**src/rtl/sram_i_stream_reader_pkg.sv**
```systemverilog
// Shared constants, FSM state type and address helper for the input-feature
// SRAM stream reader.
package sram_i_stream_reader_pkg;

  localparam int WORD_AMOUNT = 3136;
  localparam int DATA_W      = 145;
  localparam int ADDR_W      = $clog2(WORD_AMOUNT);
  localparam int FIFO_DEPTH  = 2;

  typedef enum logic [1:0] {
    IDLE  = 2'd0,
    ISSUE = 2'd1,
    DRAIN = 2'd2
  } state_e;

  // Next word address, wrapping modulo WORD_AMOUNT so it never leaves the array.
  function automatic logic [ADDR_W-1:0] next_addr(input logic [ADDR_W-1:0] a);
    return (a == ADDR_W'(WORD_AMOUNT - 1)) ? '0 : a + 1'b1;
  endfunction

endpackage

```
**src/rtl/sram_i_stream_reader_if.sv**
```systemverilog
// Valid/ready stream carrying SRAM words towards the convolution datapath.
interface sram_i_stream_reader_if;

  logic                                      out_valid;
  logic                                      out_ready;
  logic [sram_i_stream_reader_pkg::DATA_W-1:0] out_data;
  logic                                      out_last;

  modport master (output out_valid, output out_data, output out_last, input out_ready);
  modport slave  (input out_valid, input out_data, input out_last, output out_ready);

endinterface

```
**src/rtl/sram_i_stream_reader_skid_fifo.sv**
```systemverilog
// Small skid FIFO absorbing read returns while the stream is back-pressured.
module stream_skid_fifo #(
  parameter int WIDTH = 8,
  parameter int DEPTH = 2
) (
  input  logic                       clk,
  input  logic                       rst_n,
  input  logic                       push,
  input  logic                       pop,
  input  logic [WIDTH-1:0]           din,
  output logic [WIDTH-1:0]           dout,
  output logic                       empty,
  output logic [$clog2(DEPTH+1)-1:0] count
);

  localparam int PW = (DEPTH > 1) ? $clog2(DEPTH) : 1;
  localparam int CW = $clog2(DEPTH + 1);

  logic [WIDTH-1:0] mem_q [DEPTH];
  logic [WIDTH-1:0] mem_d [DEPTH];
  logic [PW-1:0]    wr_q, wr_d, rd_q, rd_d;
  logic [CW-1:0]    count_q, count_d;
  logic             do_pop;

  function automatic logic [PW-1:0] ptr_inc(input logic [PW-1:0] p);
    return (p == PW'(DEPTH - 1)) ? '0 : p + 1'b1;
  endfunction

  // Storage, pointer and occupancy update; push and pop may coincide.
  always_comb begin
    mem_d   = mem_q;
    wr_d    = wr_q;
    rd_d    = rd_q;
    count_d = count_q;
    do_pop  = pop && (count_q != '0);
    if (push) begin
      mem_d[wr_q] = din;
      wr_d        = ptr_inc(wr_q);
    end
    if (do_pop) rd_d = ptr_inc(rd_q);
    case ({push, do_pop})
      2'b10:   count_d = count_q + 1'b1;
      2'b01:   count_d = count_q - 1'b1;
      default: count_d = count_q;
    endcase
  end

  // State registers, cleared so the head reads zero after reset.
  always_ff @(posedge clk or negedge rst_n) begin
    if (!rst_n) begin
      for (int i = 0; i < DEPTH; i++) mem_q[i] <= '0;
      wr_q    <= '0;
      rd_q    <= '0;
      count_q <= '0;
    end else begin
      mem_q   <= mem_d;
      wr_q    <= wr_d;
      rd_q    <= rd_d;
      count_q <= count_d;
    end
  end

  assign dout  = mem_q[rd_q];
  assign empty = (count_q == '0);
  assign count = count_q;

  // The upstream credit scheme never lets a push land on a full FIFO.
  a_no_overflow: assert property (@(posedge clk) disable iff (!rst_n)
    !(push && !pop && (count_q == CW'(DEPTH))));

endmodule

```
**src/rtl/sram_i_stream_reader.sv**
```systemverilog
// Sweeps an SRAM address window one read per cycle and re-times the
// 1-cycle-latency read data into a back-pressurable stream.
module sram_i_stream_reader
  import sram_i_stream_reader_pkg::*;
(
  input  logic                  clk,
  input  logic                  rst_n,
  input  logic                  start,
  input  logic [ADDR_W-1:0]     base_addr,
  input  logic [ADDR_W:0]       length,
  output logic [ADDR_W-1:0]     sram_addr,
  input  logic [DATA_W-1:0]     sram_dout,
  sram_i_stream_reader_if.master strm,
  output logic                  busy,
  output logic                  done
);

  localparam int CW = $clog2(FIFO_DEPTH + 1);

  state_e            state_q, state_d;
  logic [ADDR_W-1:0] cur_addr_q, cur_addr_d;
  logic [ADDR_W:0]   remaining_q, remaining_d;
  logic [ADDR_W-1:0] sram_addr_q, sram_addr_d;
  logic              inflight_q, inflight_d;
  logic              inflight_last_q, inflight_last_d;
  logic              done_q, done_d;

  logic [DATA_W:0]   fifo_head;
  logic              fifo_empty;
  logic [CW-1:0]     fifo_count;
  logic [CW:0]       occ;
  logic              pop;
  logic              can_issue;

  // Read return lands one cycle after the issue; the last tag rides along.
  stream_skid_fifo #(.WIDTH(DATA_W + 1), .DEPTH(FIFO_DEPTH)) u_fifo (
    .clk   (clk),
    .rst_n (rst_n),
    .push  (inflight_q),
    .pop   (pop),
    .din   ({inflight_last_q, sram_dout}),
    .dout  (fifo_head),
    .empty (fifo_empty),
    .count (fifo_count)
  );

  assign strm.out_valid = !fifo_empty;
  assign strm.out_data  = fifo_head[DATA_W-1:0];
  assign strm.out_last  = fifo_head[DATA_W];
  assign pop            = !fifo_empty && strm.out_ready;

  // Credit: queued + in-flight words may not exceed the FIFO, except that a
  // same-cycle pop frees the slot the new read will need.
  assign occ       = {1'b0, fifo_count} + (CW+1)'(inflight_q);
  assign can_issue = (occ < (CW+1)'(FIFO_DEPTH)) ||
                     ((occ == (CW+1)'(FIFO_DEPTH)) && pop);

  // Next-state and issue logic for the window sweep.
  always_comb begin
    state_d         = state_q;
    cur_addr_d      = cur_addr_q;
    remaining_d     = remaining_q;
    sram_addr_d     = sram_addr_q;
    inflight_d      = 1'b0;
    inflight_last_d = 1'b0;
    done_d          = 1'b0;
    case (state_q)
      IDLE: begin
        if (start) begin
          if (length != '0) begin
            state_d     = ISSUE;
            cur_addr_d  = base_addr;
            remaining_d = length;
          end else begin
            done_d = 1'b1;
          end
        end
      end
      ISSUE: begin
        if (can_issue) begin
          sram_addr_d     = cur_addr_q;
          inflight_d      = 1'b1;
          inflight_last_d = (remaining_q == (ADDR_W+1)'(1));
          cur_addr_d      = next_addr(cur_addr_q);
          remaining_d     = remaining_q - 1'b1;
          if (remaining_q == (ADDR_W+1)'(1)) state_d = DRAIN;
        end
      end
      DRAIN: begin
        if (pop && strm.out_last && !inflight_q) begin
          state_d = IDLE;
          done_d  = 1'b1;
        end
      end
      default: state_d = IDLE;
    endcase
  end

  // Control and address registers.
  always_ff @(posedge clk or negedge rst_n) begin
    if (!rst_n) begin
      state_q         <= IDLE;
      cur_addr_q      <= '0;
      remaining_q     <= '0;
      sram_addr_q     <= '0;
      inflight_q      <= 1'b0;
      inflight_last_q <= 1'b0;
      done_q          <= 1'b0;
    end else begin
      state_q         <= state_d;
      cur_addr_q      <= cur_addr_d;
      remaining_q     <= remaining_d;
      sram_addr_q     <= sram_addr_d;
      inflight_q      <= inflight_d;
      inflight_last_q <= inflight_last_d;
      done_q          <= done_d;
    end
  end

  // Address is presented in the issue cycle and held otherwise.
  assign sram_addr = sram_addr_d;
  assign busy      = (state_q != IDLE);
  assign done      = done_q;

endmodule

```
**src/flat_wrapper.sv**
```systemverilog
// flat-port wrapper written by rule: the top's interface ports become plain ports
module sram_i_stream_reader_flat import sram_i_stream_reader_pkg::*;
  (clk, rst_n, start, base_addr, length, sram_addr, sram_dout, busy, done, strm_out_valid, strm_out_data, strm_out_last, strm_out_ready);
  sram_i_stream_reader_if strm_i ();
  input  logic clk;
  input  logic rst_n;
  input  logic start;
  input  logic [ADDR_W-1:0] base_addr;
  input  logic [ADDR_W:0] length;
  output logic [ADDR_W-1:0] sram_addr;
  input  logic [DATA_W-1:0] sram_dout;
  output logic busy;
  output logic done;
  output wire logic [$bits(strm_i.out_valid)-1:0] strm_out_valid;
  output wire logic [$bits(strm_i.out_data)-1:0] strm_out_data;
  output wire logic [$bits(strm_i.out_last)-1:0] strm_out_last;
  input wire logic [$bits(strm_i.out_ready)-1:0] strm_out_ready;
  assign strm_out_valid = strm_i.out_valid;
  assign strm_out_data = strm_i.out_data;
  assign strm_out_last = strm_i.out_last;
  assign strm_i.out_ready = strm_out_ready;
  sram_i_stream_reader u_core (.clk(clk), .rst_n(rst_n), .start(start), .base_addr(base_addr), .length(length), .sram_addr(sram_addr), .sram_dout(sram_dout), .strm(strm_i), .busy(busy), .done(done));
endmodule
```
**config.mk**
```make
export PLATFORM = sky130hd
export DESIGN_NAME = sram_i_stream_reader_flat
export DESIGN_NICKNAME = d
export VERILOG_FILES = /design/src/rtl/sram_i_stream_reader_pkg.sv /design/src/rtl/sram_i_stream_reader_if.sv /design/src/rtl/sram_i_stream_reader_skid_fifo.sv /design/src/rtl/sram_i_stream_reader.sv /design/src/flat_wrapper.sv
export SDC_FILE = /design/constraint.sdc
export NUM_CORES = 1
export LEC_CHECK = 0
export CORE_AREA = 4 4 252 254
export DETAILED_ROUTE_END_ITERATION = 16
export DIE_AREA = 0 0 256 258
export GPL_ROUTABILITY_DRIVEN = 0
export MAX_ROUTING_LAYER = met4
export SLEW_MARGIN = 20
export SYNTH_ARGS = -nofsm -noshare
export SYNTH_HDL_FRONTEND = slang
export SYNTH_SLANG_ARGS = --single-unit
```
**constraint.sdc**
```tcl
create_clock -name clk -period 2.9 [get_ports clk]
set_input_delay 0.58 -clock clk [delete_from_list [all_inputs] [get_ports clk]]
set_output_delay 0.58 -clock clk [all_outputs]
set_load 0.005 [all_outputs]
```
==> results.json, run 1 <==
{
  "power_density_nw_per_um2": 1230,
  "max_freq_mhz": 324,
  "path_common_cell": "buf_6",
  "rsz0062_at_grt": "yes",
  "skew_ns": 0.0125,
  "violations": "negative setup slack",
  "cts_made_buffers": 41,
  "critPathCaptureType": "primary output",
  "cts_hold_buffers": 0,
  "outcome": "complete, but fails checks",
  "synth_flop_cell": "dfrtp_1",
  "wire_per_inst_microns": 19.0,
  "initial_core_util_pct": 24.8,
  "timing_hold_violations_final": 0,
  "grt_pass1_wl_mm": 67.8,
  "cts_tree": "yes",
  "cpMaxStageDelayCell": "dfrtp_1",
  "combPwrFrac_pct": 49.6,
  "fillers": 5957,
  "cts-root-buf": "clkbuf_16",
  "cp-start-kind": "flip-flop",
  "cts.path.max_buffers": 3,
  "layout-area-overhead-vs-synth_pct": 41.6,
  "synth_edf_count": 0,
  "dpl.hpwl_mm": 28.7,
  "postRouteAntennaNets": 0,
  "p_int_mw": 18.1,
  "crit_path_cell_trace": "ha_2 > inv_2 > ha_4 > nand2b_4 > o31ai_4 > nand2_2 > buf_6 > buf_6 > mux2_4 > buf_6",
  "drcViolationCount": 0,
  "ys_seq_area_share_pct": 55.6,
  "die_y_microns": 258,
  "critPathMaxStageDelay_ns": 0.36,
  "dr_total_vias": 10447,
  "die_area_sq_um": 66000,
  "clk_pin_slew_worst_paths_ns": 0.06,
  "slew_viol_final": 0,
  "timing.slew.headroom_pct": 44.7,
  "p_seq_share_pct": 31.3,
  "synth_nets": 1254,
  "final_nets": 1634,
  "clk_latency_ns": 0.54,
  "synthCells": 1073,
  "viasPerCell": 4.59,
  "placed_cell_area_sq_um": 19800,
  "antenna_found_initial": 3,
  "grt_overflow": 0,
  "path_max_fanout": 6,
  "hold_path_class": "input pin to async pin",
  "cap_violations": 0,
  "swShare_pct": 31.8,
  "routed_wl_mm": 43.3,
  "peakVddDrop_mv": 0.720,
  "clock-sinks": 338,
  "syn_area_sq_um": 15200,
  "arrival_ns": 2.51,
  "io_pins": 335,
  "setup_violations": 12,
  "ys_types": 57,
  "power.switching_mw": 8.45,
  "avgSynthCellArea_sq_um": 14.2,
  "cp.required_ns": 2.32,
  "h-tree-depth": 2,
  "drive_gt1_share_pct": 41.7,
  "timing.hold.ws_ns": 0.105,
  "p_leak_nw": 8.87,
  "core_area_sq_um": 61300,
  "clkPwrFrac_pct": 19.0,
  "firstDrtPassIters": 7,
  "reg2reg_depth": 10,
  "core.rowCount": 91,
  "synthArstFlopShare_pct": 100,
  "die_w_microns": 256,
  "crit_type": "flip-flop to primary output",
  "ys.warnings.count": 0,
  "fin_ws_ns": -0.186,
  "fin_crit_ns": 3.09,
  "grt_max_degree": 83,
  "post-route-period-util_pct": 106,
  "synth_seq_cells": 338,
  "tightest_slew_ns": 0.830,
  "postLayoutCellArea_sq_um": 21500,
  "io_buffer_count": 334,
  "grt_pass1_vias": 11444,
  "drt-initial-drc-count": 449,
  "grt_usage_pct": 13.2
}
[state kept, by name (all words and copies together) (netlist names)]
signal and flops:
u_core.state_q 2, u_core.u_fifo.mem_q 292, u_core.done 1, u_core.cur_addr_q 12, u_core.u_fifo.count 2, u_core.sram_addr_q 12
u_core.inflight_q 1, u_core.u_fifo.wr_q 1, u_core.remaining_q 13, u_core.u_fifo.rd_q 1, u_core.inflight_last_q 1
[cells in the final DEF (no fill, tap or decap), drive strengths merged, types with 8 or more instances in the layout]
cell,n
a41oi,10
mux2,448
inv,16
clkdlybuf4s50,238
nand3,8
nand2,27
o21ai,11
or4,8
clkbuf,67
o31ai,9
dfrtp,338
dlygate4sd2,80
a21oi,15
buf,86
[cells in the mapped netlist (all sizes together), types with 4 or more instances]
cell     count  area share [%]
or4          8            0.39
nor3         5            0.16
o31a         4            0.23
dfrtp      338              56
o41ai        4            0.23
o21ai       11            0.36
o31ai        9            0.44
nor4         5            0.21
nand4        6            0.25
inv         14            0.35
nand3        8            0.26
o22ai        7            0.29
ha           7            0.58
buf         23            0.74
nor2         7            0.17
and3         4            0.16
nand2       27            0.67
o2111ai      4            0.23
a21oi       15            0.49
nor3b        4            0.20
clkbuf      49             1.2
mux2       448              33
a41oi       10            0.58
xnor2        4            0.23
[through the flow]
step | TNS, ns | utilization, % | instances | total power, mW | setup WS, ns
4_1_cts | -6.64 | 35.0 | 2266 | 26.9 | -0.322
2_1_floorplan | 0 | - | 1073 | 15.1 | 0.444
3_3_place_gp | -3.05 | 32.4 | 2175 | 21.1 | -0.281
3_5_place_dp | -2.80 | 32.4 | 2175 | 21.4 | -0.270
5_1_grt | -3.28 | 35.2 | 2277 | 28.3 | -0.307
6_report | -1.82 | 35.2 | 2277 | 26.6 | -0.186
[power by group through the flow]
| stage | combinational, mW | sequential, mW | clock [mW] |
|---|---|---|---|
| 2_1_floorplan | 7.19 | 7.95 | 0 |
| 3_3_place_gp | 12.9 | 8.20 | 0 |
| 3_5_place_dp | 13.1 | 8.39 | 0 |
| 4_1_cts | 13.2 | 8.37 | 5.28 |
| 5_1_grt | 14.2 | 8.61 | 5.47 |
| 6_report | 13.2 | 8.34 | 5.06 |
[final cells by class]
class,count,area [sq um],area share (%)
multi-input cells,649,6510,30.2
clock inverters,9,103,0.476
flip-flops and latches,338,8460,39.3
diodes,3,7.51,0.0349
well taps,790,988,4.59
clock buffers,65,1220,5.66
inverters,14,52.6,0.244
repair buffers,409,4200,19.5
[path summary, 6_finish.rpt]
path                                       start                      end  slack [ns]
min reg2reg                u_core.sram_addr_q[4]    u_core.sram_addr_q[4]        0.49
max                            u_core.inflight_q             sram_addr[5]       -0.19
min in group clk           u_core.sram_addr_q[4]    u_core.sram_addr_q[4]        0.49
max reg2reg                    u_core.inflight_q    u_core.remaining_q[1]        0.40
min                                        rst_n  u_core.u_fifo.mem_q[12]        0.10
max in group asynchronous                  rst_n  u_core.u_fifo.mem_q[52]        1.99
[timing repair]
action | CTS | global route
pin swaps | 4 | 5
setup endpoints to repair | 75 | 63
buffers inserted | 11 | 8
resized for setup | 157 | 13
gates cloned | 6 | 0
[routing by layer]
layer  track usage, %  share of wire (%)
met1             15.8                 42
met5                -                  0
met2             22.0                 50
met4             3.63                2.0
met3             3.40                6.2
[critical path: cells and delay by family, from the launching register on]
kind / cells / cell delay, ns
AO/OA/AOI/OAI: 1 / 0.21
adder cells (fa/ha/maj): 2 / 0.47
buffers and inverters: 4 / 0.43
flip-flops: 1 / 0.36
multiplexers: 1 / 0.30
AND/OR/NAND/NOR: 2 / 0.19
[logic make-up (layout without fill, tap and decap cells)]
family | after synthesis | in the layout | share of synthesized area (%)
buffers and inverters | 86 | 497 | 2.30
other | 0 | 3 | 0
muxes | 450 | 450 | 33.3
AOI/OAI and AO/OA | 93 | 93 | 4.47
adders and majority gates | 7 | 7 | 0.576
DFF | 338 | 338 | 55.6
xor gates and xnor gates | 5 | 5 | 0.288
and+or+nand+nor | 94 | 94 | 3.46
(Power assumes the default switching activity.)
==> run 2, diff against run 1 <==
Settings changed: SETUP_SLACK_MARGIN set to 0.3.
==> run 2 against run 1 <==
Net effect: the run still ends with negative setup slack left; wire length grew 6.4%; die area did not move; count of clock-buffer cells in the layout is the same; core utilization increased by 3.0 points; sequential cell count unchanged; first-iteration DRC count grew 9.8%; hold slack got worse by 0.0085 ns; combinational power up 29%; non-clock buffer count up 81; clock power barely moved; critical endpoint unchanged; largest power group unchanged; highest routed layer unchanged.
==> results.json, run 2 (synthesized netlist as in run 1, its figures left out) <==
{
  "outcome": "complete, but fails checks",
  "violations": "negative setup slack",
  "tightest_slew_ns": 0.805,
  "clock-sinks": 338,
  "post-route-period-util_pct": 106,
  "io_pins": 335,
  "h-tree-depth": 2,
  "r2r_start": "u_core.inflight_q",
  "core_area_sq_um": 61300,
  "p_leak_nw": 10.1,
  "top_register": "u_core.u_fifo.mem_q",
  "path_max_fanout": 6,
  "max_freq_mhz": 324,
  "wire_per_inst_microns": 19.5,
  "layout.cells.non_filler": 2360,
  "firstDrtPassIters": 5,
  "cp-start-kind": "flip-flop",
  "cap_violations": 0,
  "core.rowCount": 91,
  "cts_hold_buffers": 0,
  "skew_ns": 0.0134,
  "dp_cells": 2175,
  "cpLargestDelayFamily": "adder cells",
  "grt_overflow": 0,
  "postRouteAntennaNets": 0,
  "routed_wl_mm": 46.1,
  "path_common_cell": "buf_6",
  "cts-root-buf": "clkbuf_16",
  "cp.required_ns": 2.32,
  "final_common_cell": "dfrtp_1",
  "peakVddDrop_mv": 0.727,
  "io_buffer_count": 334,
  "fin_ws_ns": -0.185,
  "cts_tree": "yes",
  "fin_crit_ns": 3.09,
  "critPathBufInv": 4,
  "timing.slew.headroom_pct": 46.3,
  "cts_made_buffers": 41,
  "fillers": 5774,
  "critPathCaptureType": "primary output",
  "drcViolationCount": 0,
  "initial_core_util_pct": 24.8,
  "drive_gt1_share_pct": 54.1,
  "die_area_sq_um": 66000,
  "crit_path_cell_trace": "ha_2 > inv_2 > ha_4 > nand2b_4 > o31ai_4 > nand2_2 > buf_6 > buf_6 > mux2_4 > buf_6",
  "r2r_setup_slack_ns": 0.52,
  "critPathMaxStageDelay_ns": 0.36,
  "reg2reg_to": "u_core.remaining_q[0]",
  "clk_latency_ns": 0.54,
  "setup_violations": 12,
  "clk_pin_slew_worst_paths_ns": 0.06,
  "grt_max_degree": 83,
  "antenna_found_initial": 5,
  "cts.path.max_buffers": 3,
  "timing.hold.ws_ns": 0.0962,
  "die_y_microns": 258,
  "grt_usage_pct": 13.9,
  "multi_input_area_sq_um": 6990,
  "viasPerCell": 4.59,
  "grt_pass1_wl_mm": 70.9,
  "final_cell_mix": "336 x dfrtp_1, 321 x mux2_2, 185 x buf_6, 175 x clkdlybuf4s50_1, 127 x mux2_4",
  "regArea_sq_um": 8460,
  "final_nets": 1715,
  "arrival_ns": 2.51,
  "slew_viol_final": 0,
  "reg_top3": "u_core.u_fifo.mem_q: 292 flops, u_core.remaining_q: 13 flops",
  "total_power_mw": 30.6,
  "die_w_microns": 256,
  "rsz0062_at_grt": "yes",
  "timing_hold_violations_final": 0,
  "drt-initial-drc-count": 493,
  "layout-area-overhead-vs-synth_pct": 53.7,
  "dpl.hpwl_mm": 28.7,
  "reg2reg_depth": 10,
  "cpMaxStageDelayCell": "dfrtp_1",
  "crit_type": "flip-flop to primary output",
  "largest_reg_flops": 292,
  "dr_total_vias": 10829,
  "power_density_nw_per_um2": 1310,
  "hold_path_class": "input pin to async pin",
  "grt_pass1_vias": 11839
}
[run 2: changes by cell type in the layout (fill, tap and decap cells not counted), moves of 3 or more]
cell / delta
buf_2: +7
buf_16: +11
dlygate4sd2_1: -80
buf_8: +13
clkdlybuf4s50_1: -63
dlymetal6s2s_1: -3
buf_12: +7
buf_6: +176
clkbuf_2: +12
mux2_4: +123
mux2_2: -123
[run 2: worst reg2reg max path, stage by stage (launching register included)]
cell and delay [ns]:
dfrtp_1 0.36, ha_2 0.20, inv_2 0.05, ha_4 0.27, nand2b_4 0.06, buf_4 0.13, buf_6 0.11, a211o_1 0.29
buf_4 0.19, or4_1 0.53, o211ai_1 0.10
[run 2: worst max-delay path by stage]
stage	startpoint	end	slack, ns	depth (start not counted)
after detailed placement	strm_out_ready	sram_addr[5]	-0.27	7
after global routing	u_core.u_fifo.count[0]	sram_addr[5]	-0.31	10
after floorplan	u_core.u_fifo.count[0]	sram_addr[10]	0.44	7
after CTS	u_core.inflight_q	sram_addr[5]	-0.32	10
final	u_core.inflight_q	sram_addr[5]	-0.19	10
after global placement	strm_out_ready	sram_addr[10]	-0.28	7
[run 2: layout make-up]
| class | count | area share (%) |
|---|---|---|
| timing repair buffer | 490 | 23.8 |
| clock buffer | 65 | 5.21 |
| sequential | 338 | 36.2 |
| multi-input combinational | 649 | 29.9 |
| antenna | 5 | 0.0535 |
| clock inverter | 9 | 0.439 |
| inverter | 14 | 0.225 |
| tap | 790 | 4.23 |
[run 2: through the flow]
stage | setup TNS (ns) | utilization (%) | cell area, sq um | setup slack [ns]
6_report | -1.82 | 38.2 | 23400 | -0.185
5_1_grt | -3.27 | 38.2 | 23400 | -0.307
4_1_cts | -2.71 | 36.5 | 22300 | -0.322
3_5_place_dp | -2.80 | 32.4 | 19800 | -0.270
3_3_place_gp | -3.05 | 32.4 | 19800 | -0.281
2_1_floorplan | 0 | - | 15200 | 0.444
[run 2: metal layers]
metal	up-vias	GRT usage [%]	part of all wire [%]
met5	-	-	0
met4	0	4.10	2.0
met3	66	3.46	5.8
met2	314	23.1	50
met1	5555	16.8	42
li1	4894	-	-
[run 2: timing repair]
| action | 4_1_cts | 5_1_grt |
|---|---|---|
| gates resized for setup | 716 | 288 |
| setup endpoints to repair | 158 | 135 |
| setup buffers | 68 | 21 |
| cloned | 17 | 0 |
| pin swaps | 4 | 5 |
[run 2: power breakdown]
group	internal, mW	switching [mW]	total (mW)
clock network	3.06	2.01	5.07
logic	10.8	6.21	17.0
registers	7.12	1.32	8.45
total	21.0	9.54	30.6
